$ cat src/rtl/cdb_arbiter_pkg.sv
// Shared definitions for the common-data-bus arbiter: unit indices, reserved tag, widths.
package cdb_arbiter_pkg;

    localparam int CDB_NUM_UNITS = 5;
    localparam int CDB_TAG_W     = 8;
    localparam int CDB_DATA_W    = 32;
    localparam int CDB_W         = CDB_TAG_W + CDB_DATA_W;
    localparam int CDB_MAX_WAIT  = 7;

    localparam int UNIT_LW  = 0;
    localparam int UNIT_SW  = 1;
    localparam int UNIT_ADD = 2;
    localparam int UNIT_MUL = 3;
    localparam int UNIT_MV  = 4;

    // Tag meaning "no pending producer"; never a legal result tag on the bus.
    localparam logic [CDB_TAG_W-1:0] NO_TAG = 8'h7F;

    typedef enum logic [0:0] {
        ST_IDLE  = 1'b0,
        ST_BCAST = 1'b1
    } cdb_state_e;

endpackage

$ cat src/rtl/cdb_arbiter_rr_pick.sv
// Combinational rotate-priority picker: first set mask bit scanning upward from rr, wrapping.
module cdb_arbiter_rr_pick #(
    parameter int N    = 5,
    parameter int RR_W = 3
) (
    input  logic [N-1:0]    mask,
    input  logic [RR_W-1:0] rr,
    output logic [N-1:0]    onehot,
    output logic            any
);

    int idx_s;

    // Scan N positions starting at rr; the first set bit wins.
    always_comb begin
        onehot = '0;
        any    = 1'b0;
        idx_s  = 0;
        for (int k = 0; k < N; k++) begin
            idx_s = int'(rr) + k;
            if (idx_s >= N) begin
                idx_s = idx_s - N;
            end else begin
                idx_s = idx_s;
            end
            if (!any && mask[idx_s]) begin
                onehot[idx_s] = 1'b1;
                any           = 1'b1;
            end else begin
                any = any;
            end
        end
    end

endmodule

$ cat src/rtl/cdb_arbiter.sv
// Common data bus arbiter: one functional-unit result broadcast per cycle, round-robin.
// Optional starvation guard enabled by defining CDB_STARVE_GUARD_EN.
module cdb_arbiter
    import cdb_arbiter_pkg::*;
#(
    parameter int NUM_UNITS = CDB_NUM_UNITS,
    parameter int TAG_W     = CDB_TAG_W,
    parameter int DATA_W    = CDB_DATA_W,
    parameter int MAX_WAIT  = CDB_MAX_WAIT
) (
    input  logic                        clk,
    input  logic                        rst_n,
    input  logic [NUM_UNITS-1:0]        req,
    input  logic [NUM_UNITS*TAG_W-1:0]  tag_in,
    input  logic [NUM_UNITS*DATA_W-1:0] data_in,
    output logic [NUM_UNITS-1:0]        grant,
    output logic                        cdb_valid,
    output logic [TAG_W-1:0]            cdb_tag,
    output logic [DATA_W-1:0]           cdb_data,
    output logic                        err_tag
);

    localparam int RR_W = (NUM_UNITS > 1) ? $clog2(NUM_UNITS) : 1;
    localparam logic [TAG_W-1:0] NO_TAG_S = TAG_W'(NO_TAG);

    cdb_state_e             state_r, state_nx_s;
    logic [RR_W-1:0]        rr_r, rr_nx_s;
    logic [NUM_UNITS-1:0]   grant_r;
    logic [TAG_W-1:0]       cdb_tag_r;
    logic [DATA_W-1:0]      cdb_data_r;
    logic                   err_tag_r;

    logic [NUM_UNITS-1:0]   elig_s;
    logic [NUM_UNITS-1:0]   pick_oh_s;
    logic                   pick_any_s;
    logic [NUM_UNITS-1:0]   win_oh_s;
    logic                   win_any_s;
    logic [RR_W-1:0]        win_idx_s;
    logic [TAG_W-1:0]       win_tag_s;
    logic [DATA_W-1:0]      win_data_s;
    logic                   rsvd_s;
    logic                   bcast_s;

    // A unit granted last cycle may still show its old result, so it sits out this edge.
    assign elig_s = req & ~grant_r;

    cdb_arbiter_rr_pick #(
        .N    (NUM_UNITS),
        .RR_W (RR_W)
    ) u_rr_pick (
        .mask   (elig_s),
        .rr     (rr_r),
        .onehot (pick_oh_s),
        .any    (pick_any_s)
    );

`ifdef CDB_STARVE_GUARD_EN
    logic [2:0]           wait_cnt_r [NUM_UNITS];
    logic [NUM_UNITS-1:0] starve_s;
    logic [NUM_UNITS-1:0] starve_oh_s;

    // Starved units override round-robin; lowest index wins among them.
    always_comb begin
        starve_s    = '0;
        starve_oh_s = '0;
        for (int i = 0; i < NUM_UNITS; i++) begin
            starve_s[i] = elig_s[i] && (wait_cnt_r[i] >= 3'(MAX_WAIT));
        end
        for (int i = NUM_UNITS - 1; i >= 0; i--) begin
            if (starve_s[i]) begin
                starve_oh_s    = '0;
                starve_oh_s[i] = 1'b1;
            end else begin
                starve_oh_s = starve_oh_s;
            end
        end
        if (|starve_s) begin
            win_oh_s  = starve_oh_s;
            win_any_s = 1'b1;
        end else begin
            win_oh_s  = pick_oh_s;
            win_any_s = pick_any_s;
        end
    end

    // Saturating per-unit wait counters.
    always_ff @(posedge clk or negedge rst_n) begin
        if (!rst_n) begin
            for (int i = 0; i < NUM_UNITS; i++) begin
                wait_cnt_r[i] <= 3'd0;
            end
        end else begin
            for (int i = 0; i < NUM_UNITS; i++) begin
                if (!req[i] || win_oh_s[i]) begin
                    wait_cnt_r[i] <= 3'd0;
                end else if (wait_cnt_r[i] != 3'd7) begin
                    wait_cnt_r[i] <= wait_cnt_r[i] + 3'd1;
                end else begin
                    wait_cnt_r[i] <= wait_cnt_r[i];
                end
            end
        end
    end
`else
    assign win_oh_s  = pick_oh_s;
    assign win_any_s = pick_any_s;
`endif

    // Winner index and its result fields.
    always_comb begin
        win_idx_s  = '0;
        win_tag_s  = '0;
        win_data_s = '0;
        for (int i = 0; i < NUM_UNITS; i++) begin
            if (win_oh_s[i]) begin
                win_idx_s  = RR_W'(i);
                win_tag_s  = tag_in[i*TAG_W +: TAG_W];
                win_data_s = data_in[i*DATA_W +: DATA_W];
            end else begin
                win_idx_s = win_idx_s;
            end
        end
    end

    // Reserved-tag winners are acknowledged but never put on the bus.
    assign rsvd_s  = win_any_s && (win_tag_s == NO_TAG_S);
    assign bcast_s = win_any_s && !rsvd_s;

    // Next-state and round-robin pointer update.
    always_comb begin
        state_nx_s = state_r;
        rr_nx_s    = rr_r;
        case (state_r)
            ST_IDLE: begin
                if (bcast_s) begin
                    state_nx_s = ST_BCAST;
                end else begin
                    state_nx_s = ST_IDLE;
                end
            end
            ST_BCAST: begin
                if (bcast_s) begin
                    state_nx_s = ST_BCAST;
                end else begin
                    state_nx_s = ST_IDLE;
                end
            end
            default: state_nx_s = ST_IDLE;
        endcase
        if (win_any_s) begin
            if (win_idx_s == RR_W'(NUM_UNITS - 1)) begin
                rr_nx_s = '0;
            end else begin
                rr_nx_s = win_idx_s + RR_W'(1);
            end
        end else begin
            rr_nx_s = rr_r;
        end
    end

    // State, pointer and registered bus outputs.
    always_ff @(posedge clk or negedge rst_n) begin
        if (!rst_n) begin
            state_r    <= ST_IDLE;
            rr_r       <= '0;
            grant_r    <= '0;
            cdb_tag_r  <= NO_TAG_S;
            cdb_data_r <= '0;
            err_tag_r  <= 1'b0;
        end else begin
            state_r   <= state_nx_s;
            rr_r      <= rr_nx_s;
            grant_r   <= win_oh_s;
            cdb_tag_r <= bcast_s ? win_tag_s : NO_TAG_S;
            if (bcast_s) begin
                cdb_data_r <= win_data_s;
            end else begin
                cdb_data_r <= cdb_data_r;
            end
            err_tag_r <= err_tag_r | rsvd_s;
        end
    end

    assign grant     = grant_r;
    assign cdb_valid = (state_r == ST_BCAST);
    assign cdb_tag   = cdb_tag_r;
    assign cdb_data  = cdb_data_r;
    assign err_tag   = err_tag_r;

endmodule

$ cat config.mk
export PLATFORM = sky130hd
export DESIGN_NAME = cdb_arbiter
export DESIGN_NICKNAME = d
export VERILOG_FILES = /design/src/rtl/cdb_arbiter_pkg.sv /design/src/rtl/cdb_arbiter_rr_pick.sv /design/src/rtl/cdb_arbiter.sv
export SDC_FILE = /design/constraint.sdc
export NUM_CORES = 1
export LEC_CHECK = 0
export CORE_ASPECT_RATIO = 1.25
export CORE_MARGIN = 1
export CORE_UTILIZATION = 44
export CTS_BUF_LIST = sky130_fd_sc_hd__clkbuf_8
export DETAILED_ROUTE_END_ITERATION = 10
export PLACE_DENSITY = 0.89
export SYNTH_ARGS = -nofsm -noshare
export SYNTH_HDL_FRONTEND = slang
export SYNTH_SLANG_ARGS = --single-unit
$ cat constraint.sdc
create_clock -name clk -period 10.95 [get_ports clk]
set_input_delay 2.19 -clock clk [delete_from_list [all_inputs] [get_ports clk]]
set_output_delay 2.19 -clock clk [all_outputs]
set_load 0.03 [all_outputs]
Word level (Yosys, flattened, before mapping)
Index checks and enable logic that the tools add are counted.
{"block": "classes", "addsub": 10, "magnitude_cmp": 15, "eq_ne": 2, "muxes": 57, "n_bitwise": 7, "reduce_logical": 16}
{"operator": "two-way mux 32 bit", "count": 10}
{"operator": "greater-or-equal comparator 32 x 1 -> 1 bit, second input constant", "count": 5}
{"operator": "< comparator 32 x 5 -> 1 bit, second input constant", "count": 5}
{"operator": "greater-or-equal comparator 32 x 4 -> 1 bit, second input constant", "count": 4}
{"operator": "subtractor 32 x 4 -> 32 bit, second input constant", "count": 4}
{"operator": "two-way mux 8 bit", "count": 6}
{"operator": "two-way mux 5 bit", "count": 5}
{"operator": "two-way mux 1 bit", "count": 22}
{"operator": "bitwise OR 5 bit", "count": 4}
{"operator": "binary-select mux 1 bit (select 3 bit)", "count": 5}
{"operator": "demux 1 bit (select 3 bit)", "count": 5}
{"operator": "two-way mux 3 bit", "count": 4}
{"operator": "logical AND 1 bit", "count": 11}
{"operator": "adder 3 x 2 -> 4 bit, second input constant", "count": 2}
{"operator": "equality test 8 x 7 -> 1 bit, second input constant", "count": 1}
{"operator": "bitwise AND 5 bit", "count": 1}
{"operator": "zero test 1 bit", "count": 5}
{"operator": "inverter 5 bit", "count": 1}
{"operator": "adder 3 x 1 -> 4 bit, second input constant", "count": 1}
{"operator": "adder 3 x 3 -> 4 bit, second input constant", "count": 1}
{"operator": "subtractor 3 x 3 -> 4 bit, second input constant", "count": 1}
{"operator": "adder 3 x 1 -> 3 bit, second input constant", "count": 1}
{"operator": "equality test 3 bit, second input constant", "count": 1}
{"operator": "greater-or-equal comparator 3 bit, second input constant", "count": 1}
{"operator": "bitwise OR 1 bit", "count": 1}
{"block": "word_totals", "register_bits": 50, "input_bits": 207, "out_inout_bits": 47, "elab_cells": 113}

Depth between registers and ports, before layout
{"block": "depth", "depth_word": 28, "ltp_mapped": 23, "depth_no_buf": 18}

Cells and area by module
Synthesis repeated with hierarchy kept, for this count alone.
{"block": "hier_totals", "cells_unflattened": 557, "hier_area_um2": 5047.3}
{"module": "cdb_arbiter", "n_inst": 1, "cells_each": 312, "area_per_inst_um2": 3284.4}
{"module": "cdb_arbiter_rr_pick", "n_inst": 1, "cells_each": 245, "area_per_inst_um2": 1762.9}

Least setup slack after synthesis
Ideal clock, no wire load.
{"block": "synth_path", "path_type": "input -> register", "startpoint": "input port req[3]", "endpoint": "register cdb_data_r[0], in the netlist cdb_data[0]", "setup_ps": 125, "t_arrival_ps": 5630, "required_time_ps": 10825, "slack_ps": 5194, "cell_stages": 13, "cell_sequence": "or3b_2 > a211oi_1 > a31oi_1 > a2111oi_1 > a32oi_1 > o221ai_2 > a222oi_1 > and3_1 > or4_1 > or4b_4 > nand2_4 > buf_12 > mux2_4"}
{"block": "synth_via", "elab_chain_cells": 26, "elab_cells_between_ends": 52, "cone_classes": "eq/ne (1); mux (35); bitwise (5); reduce/logical (11)"}
{"item": "from (decl)", "line_no": "cdb_arbiter.sv:13", "rtl": "input logic [NUM_UNITS-1:0] req,"}
{"item": "bitwise AND 5 bit *", "line_no": "cdb_arbiter.sv:45", "rtl": "assign elig_s = req & ~grant_r;"}
{"item": "binary-select mux 1 bit (select 3 bit)", "line_no": "cdb_arbiter_rr_pick.sv:26", "rtl": "if (!any && mask[idx_s]) begin"}
{"item": "two-way mux 1 bit (implied by the code) (2 in a row)", "line_no": "cdb_arbiter_rr_pick.sv:26"}
{"item": "two-way mux 1 bit", "line_no": "cdb_arbiter_rr_pick.sv:26"}
{"item": "zero test 1 bit", "line_no": "cdb_arbiter_rr_pick.sv:26"}
{"item": "logical AND 1 bit", "line_no": "cdb_arbiter_rr_pick.sv:26"}
{"item": "two-way mux 1 bit", "line_no": "cdb_arbiter_rr_pick.sv:26"}
{"item": "zero test 1 bit", "line_no": "cdb_arbiter_rr_pick.sv:26"}
{"item": "[5 not listed]"}
{"item": "zero test 1 bit", "line_no": "cdb_arbiter_rr_pick.sv:26"}
{"item": "logical AND 1 bit", "line_no": "cdb_arbiter_rr_pick.sv:26"}
{"item": "two-way mux 5 bit", "line_no": "cdb_arbiter_rr_pick.sv:26"}
{"item": "two-way mux 8 bit (5 in a row)", "line_no": "cdb_arbiter.sv:115", "rtl": "if (win_oh_s[i]) begin"}
{"item": "equality test 8 x 7 -> 1 bit", "line_no": "cdb_arbiter.sv:126", "rtl": "assign rsvd_s = win_any_s && (win_tag_s == NO_TAG_S);"}
{"item": "logical AND 1 bit", "line_no": "cdb_arbiter.sv:126"}
{"item": "zero test 1 bit", "line_no": "cdb_arbiter.sv:127", "rtl": "assign bcast_s = win_any_s && !rsvd_s;"}
{"item": "logical AND 1 bit", "line_no": "cdb_arbiter.sv:127"}
{"item": "to (signal assigned)", "line_no": "cdb_arbiter.sv:176", "rtl": "cdb_data_r <= win_data_s;"}
{"item": "to (signal assigned)", "line_no": "cdb_arbiter.sv:178", "rtl": "cdb_data_r <= cdb_data_r;"}
{"item": "to (decl)", "line_no": "cdb_arbiter.sv:30", "rtl": "logic [DATA_W-1:0] cdb_data_r;"}
Mark *: on every way between the ends. The rest lies on a longest branch, timed or not. The select of a mux whose other input is x is not followed.
A chain may end at the register's enable or synchronous reset.

Final worst setup path
{"block": "layout_path", "startpoint": "register rr_r[0]", "endpoint": "register cdb_data_r[20], in the netlist cdb_data[20]"}
{"block": "layout_via", "elab_chain_cells": 27, "elab_cells_between_ends": 95, "cone_classes": "add/sub (9); order compare (15); eq/ne (1); mux (50); bitwise (4); reduce/logical (16)"}
{"item": "from (decl)", "line_no": "cdb_arbiter.sv:27", "rtl": "logic [RR_W-1:0] rr_r, rr_nx_s;"}
{"item": "from (signal assigned)", "line_no": "cdb_arbiter.sv:172", "rtl": "rr_r <= rr_nx_s;"}
{"item": "parallel branches: the longest is 27 deep, another holds subtractor 32 x 4 -> 32 bit"}
Parallel ways; which one is timed is not known. The select of a mux whose other input is x is not followed.

==> results_dict.tcl <==
set metrics [dict create \
    ys_warn_count 0 \
    dpl_cell_area_um2 7250 \
    portBuffers 253 \
    fin_area_um2 7360 \
    p_switching_uw 1760 \
    gp_congestion 1.01 \
    p_seq_share_pct 11.6 \
    wl_mm 20.8 \
    max-vdd-ir-drop_mv 0.297 \
    crit_start "rr_r[0]$_DFFE_PN0P_" \
    tightest_slew_ns 0.952 \
    start_kind "flop" \
    final_layout_size_suffix_gt1_share_pct 11.2 \
    postCtsResizedCells 0 \
    p_comb_share_pct 84.5 \
    hp-class "flop to flop" \
    die_w_um 94.5 \
    setup.worst_path.class "flop to flop" \
    clockBufferDepth 2 \
    min_period_ns 7.27 \
    setup_viol 0 \
    vias_per_cell 6.44 \
    crit_required_ns 11.14 \
    intPower_uw 1680 \
    slew_viol_final 0 \
    syn-num-nets 734 \
    ys_ff_latch 50 \
    r2r-start "rr_r[0]$_DFFE_PN0P_" \
    ys_seq_area_share_pct 26.8 \
    cts_setup_buffers 0 \
    clkPwrFrac_pct 3.9 \
    end_kind "flop" \
    coreArea_um2 10300 \
    syn_avg_cell_area_um2 9.33 \
    clk_pin_slew_worst_paths_ns 0.10 \
    status "completed" \
    grt.total_usage_pct 36.7 \
    hp-start "err_tag$_DFF_PN0_" \
    row_count 41 \
    powerDensity_nw_per_um2 466 \
    p_leak_uw 0.00300 \
    hold_viol_final 0 \
    synth_area_um2 4710 \
    drc 0 \
    first_pass_iters 9 \
    critPathArrivalTime_ns 7.46 \
    syn_inst 505 \
    clockRootBuffer "clkbuf_8" \
    tritoncts "done" \
    setup_tns_ns 0 \
    vias 5573 \
    numCtsBuffers 5 \
    synth_edf_count 0 \
    grt_max_degree 51 \
    dp_hpwl_mm 16.0 \
    relSlewSlack_pct 36.5 \
    htreeDepth 2 \
    first_global_vias 5506 \
    clkLatencyLatePin_ns 0.31 \
    swShare_pct 51.2 \
    final_nets 963 \
    die-height_um 118 \
    synth_top_flop_cell "dfrtp_1" \
    antenna_found_initial 2 \
    cap_violations 0 \
    drt_iter0_markers 666 \
    dieArea_um2 11100 \
    period_share_pct 66.4 \
    grt.overflow.total 0 \
    grt_pass1_wl_mm 30.7 \
    ios 254 \
    cts_hold_buffers 0 \
    drtAntennaViolNets 0 \
    cts_sinks 50 \
    grt_setup_unrepaired "no" \
    syn2layout_area_growth_pct 56.4 \
    skew_ns 0.0130 \
    post_drt_wl_per_cell_um 24.0 \
    synthDistinctLibCells 78 \
    synth-async-reset-ratio_pct 100 \
    start_util_pct 45.9 \
    max_freq_mhz 138 \
    crit_fanout 41 \
    fillCellCount 753 \
]
==> cells by family after synthesis <==
kind of cell    count (synthesis)  share of synthesized area, %
buf+inv                        51                          5.79
fa+ha+maj                      22                          6.00
compound gates                169                          29.6
simple gates                  167                          18.8
xor+xnor                        7                          1.46
flops                          50                          26.8
mux                            39                          11.6
==> metal layers <==
layer	track usage, %	share of wire (%)	vias to the layer above
met2	61.2	49	362
met1	46.0	38	2713
met4	12.0	3.5	2
met5	0	0.058	-
met3	8.66	9.5	57
li1	-	-	2439
==> power groups by stage <==
| stage | logic (uW) | clock network (uW) | registers (uW) |
|---|---|---|---|
| after global placement | 2770 | 0 | 396 |
| after global routing | 3090 | 140 | 406 |
| after CTS | 2850 | 134 | 395 |
| final | 2900 | 134 | 399 |
| after floorplan | 1980 | 0 | 551 |
| after detailed placement | 2840 | 0 | 392 |
==> per-stage QoR <==
stage / setup slack (ns) / instances / hold slack [ns] / total power (uW) / utilization, %
2_1_floorplan: 5.19 / 505 / 0.658 / 2530 / -
3_5_place_dp: 3.56 / 856 / 0.454 / 3230 / 70.7
5_1_grt: 3.37 / 865 / 0.482 / 3630 / 71.8
4_1_cts: 3.80 / 864 / 0.475 / 3380 / 71.8
3_3_place_gp: 3.70 / 856 / 0.460 / 3170 / 70.7
6_report: 3.68 / 865 / 0.473 / 3430 / 71.8
==> flip-flops by register name, indices dropped and copies added, names as in the netlist <==
name       count
cdb_data      32
cdb_tag        8
grant          5
rr_r           3
cdb_valid      1
err_tag        1
==> synthesized netlist by cell type, types with 12 or more instances <==
cell      number  area [um^2]
a21oi_1       14         70.1
a222oi_1      38          380
a22oi_1       35          263
clkbuf_1      18         67.6
dfrtp_1       43         1080
ha_1          21          263
inv_1         12         45.0
mux2_4        29          435
nand2_1       76          285
nor2_1        13         48.8
nor2b_1       12         75.1
o21ai_0       15         75.1
==> worst max-delay path, stage by stage (launching register included) <==
cell	delay, ns
dfrtp_1	0.34
buf_4	0.38
inv_1	0.40
ha_1	0.84
clkinv_1	0.50
a221oi_1	0.70
o21ai_2	0.22
and3_1	0.34
a211o_1	0.31
nand3_2	0.62
a222oi_1	0.18
and3_1	0.26
or4_1	0.55
or4b_4	0.58
nand2_4	0.48
mux2_2	0.41
==> worst paths after layout <==
kind | end | cells after the start | slack (ns)
min reg2reg | err_tag$_DFF_PN0_ | 1 | 0.47
min in group asynchronous | cdb_tag[7]$_DFF_PN0_ | 2 | 1.98
max reg2reg | cdb_data[20]$_DFFE_PN0P_ | 15 | 3.68
max in group asynchronous | cdb_data[5]$_DFFE_PN0P_ | 2 | 8.51
max | cdb_data[20]$_DFFE_PN0P_ | 15 | 3.68
min | err_tag$_DFF_PN0_ | 1 | 0.47
==> cell usage in the layout (no fill, tap or decap), drive strengths merged, types with 4 or more instances in the layout <==
cell,n
xnor2,6
nand4,7
nor2b,12
a22oi,35
dfstp,7
a211o,4
mux2i,6
nand2b,11
clkdlybuf4s50,252
clkbuf,5
buf,8
o21ai,19
a221oi,5
nand2,77
a31oi,9
a211oi,4
nand3,5
nor4bb,5
nor2,13
and3,9
mux2,33
ha,21
nor3,4
a21oi,16
dfrtp,43
inv,13
a222oi,38
==> final cells by class <==
class                   count  area [um^2]  area share (%)
clock inverters             3         41.3           0.561
clock buffers               5         68.8           0.934
diodes                      1         2.50          0.0340
flip-flops and latches     50         1260            17.1
inverters                  13         48.8           0.663
multi-input cells         404         3200            43.5
repair buffers            260         2580            35.0
well taps                 129          161            2.19
Power figures use the tool's default switching activity.
==> variant (config.mk and constraints unchanged) <==
Set the package constant `CDB_DATA_W` to 16 (it was 32).
--- a/src/rtl/cdb_arbiter_pkg.sv
+++ b/src/rtl/cdb_arbiter_pkg.sv
@@ -4,5 +4,5 @@
     localparam int CDB_NUM_UNITS = 5;
     localparam int CDB_TAG_W     = 8;
-    localparam int CDB_DATA_W    = 32;
+    localparam int CDB_DATA_W    = 16;
     localparam int CDB_W         = CDB_TAG_W + CDB_DATA_W;
     localparam int CDB_MAX_WAIT  = 7;
Interface: changed (resized cdb_data and data_in); port bits go from 254 to 158. No check against the original RTL was run, so the function may have changed too.
==> variant against the unedited design <==
- the flow now finishes with violations (DRC)
- design area is 27% lower
- critical path depth is 1 lower
- total power is 41% lower
- synthesized area is 21% lower
- fmax is 5.8% higher
- die area is 21% lower
- clock skew is 0.0065 ns lower
- sequential share of layout area is 1.1 points lower
- sequential cell count is 16 lower
- routed wire length is 35% lower
- sequential power is 36% lower
- non-clock buffer count is 97 lower
- worst setup slack better by 0.40 ns
- critical path type is now in2reg
- largest power group unchanged
==> variant: results (changes against the unedited design) <==
- Layout cells sized above 1: 0.0953 (-0.0162)
- Post-DP Area: 0.00527 sq mm (-27%)
- Fillers: 631 (-16%)
- Synth Net Count: 588 (-20%)
- Worst-Skew Late Latency: 0.29 ns (-0.02 ns)
- Origin of the critical flop-to-flop path: rr_r[2]
- Pre-CTS WS: 3.86 ns (+0.306 ns)
- R2r setup slk: 4.46 ns (+0.78 ns)
- Main area contributors after synthesis: dfrtp_1, ha_1, a222oi_1
- Sequential area share after synthesis: 0.232 (-0.0350)
- Port bufs: 157 (-38%)
- Estimated wirelength of the detail-placed design: 10.2 mm (-36%)
- Unique cell type count in the Yosys netlist: 76 (-2.6%)
- Final #Nets: 725 (-25%)
- Failing checks: DRC
- Hold WS: 0.478 ns (+0.00494 ns)
- Rel. slew slack: 0.234 (-0.131)
- Slowest Stage Delay on Critical Path: 0.79 ns (-0.05 ns)
- Max VDD drop: 0.000237 V (-20%)
- Vias per Instance: 6.45 (about the same)
- GRT Util Overall: 0.312 (-0.0554)
- Status: complete, but fails checks
- Diode count: 0 (-1)
- Clock Skew: 0.00659 ns (-0.00646 ns)
- Max reg flops: 16 (-50%)
- DR iter-0 viols: 482 (-28%)
- DRC Markers: 4 (+4)
- Synth top cells by count: a21oi_1, dfrtp_1, nand2_1
- Internal power: 969 uW (-42%)
variant: changes by cell type in the layout (fill, tap and decap cells not counted), moves of 16 or more:
cell	delta
dfrtp_1	-16
a222oi_1	-19
a21oi_1	+20
clkdlybuf4s50_1	-95
and3_1	+16
nand2_1	-49
mux2_4	-29
variant: kinds of logic after synthesis:
kind of cell | count (synthesis) | synth area share
compound gates | 158 | 0.332
xor+xnor | 4 | 0.00948
flops | 34 | 0.232
simple gates | 161 | 0.259
buf+inv | 51 | 0.0660
fa+ha+maj | 22 | 0.0765
mux | 9 | 0.0250
variant: cell type report:
type                       instances  area, sq um  share of cell area
clock buffer                       5         68.8              0.0128
clock inverter                     3         40.0             0.00745
inverter                          18         67.6              0.0126
multi-input combinational        354         2600               0.484
sequential                        34          860               0.160
tap                               97          121              0.0226
timing repair buffer             163         1620               0.301
variant: power groups by stage:
stage               Clock [mW]  Sequential [mW]  Combinational (mW)
finish                   0.116            0.256                1.66
global route             0.121            0.261                1.82
CTS                      0.116            0.254                1.64
detailed placement           0            0.253                1.64
global placement             0            0.255                1.59
floorplan                    0            0.342                1.13
variant: layer usage:
layer / track usage / routed length [microns] / vias to the layer above
li1: - / - / 1978
met1: 0.380 / 5050 / 2032
met2: 0.513 / 6450 / 282
met3: 0.0468 / 1220 / 53
met4: 0.192 / 772 / 0
met5: 0 / 0 / -
variant: worst min-delay path by stage:
stage | depth (start not counted) | endpoint
6_report | 1 | err_tag
2_1_floorplan | 1 | err_tag
4_1_cts | 1 | err_tag
3_3_place_gp | 1 | err_tag
5_1_grt | 1 | err_tag
3_5_place_dp | 1 | err_tag
variant: worst register-to-register path, delay by kind of cell (launching register included):
kind | cells | cell delay (ns)
AOI/OAI and AO/OA | 8 | 2.98
muxes | 1 | 0.46
adders and majority gates | 1 | 0.60
DFF | 1 | 0.83
buffers and inverters | 1 | 0.39
and+or+nand+nor | 3 | 1.06
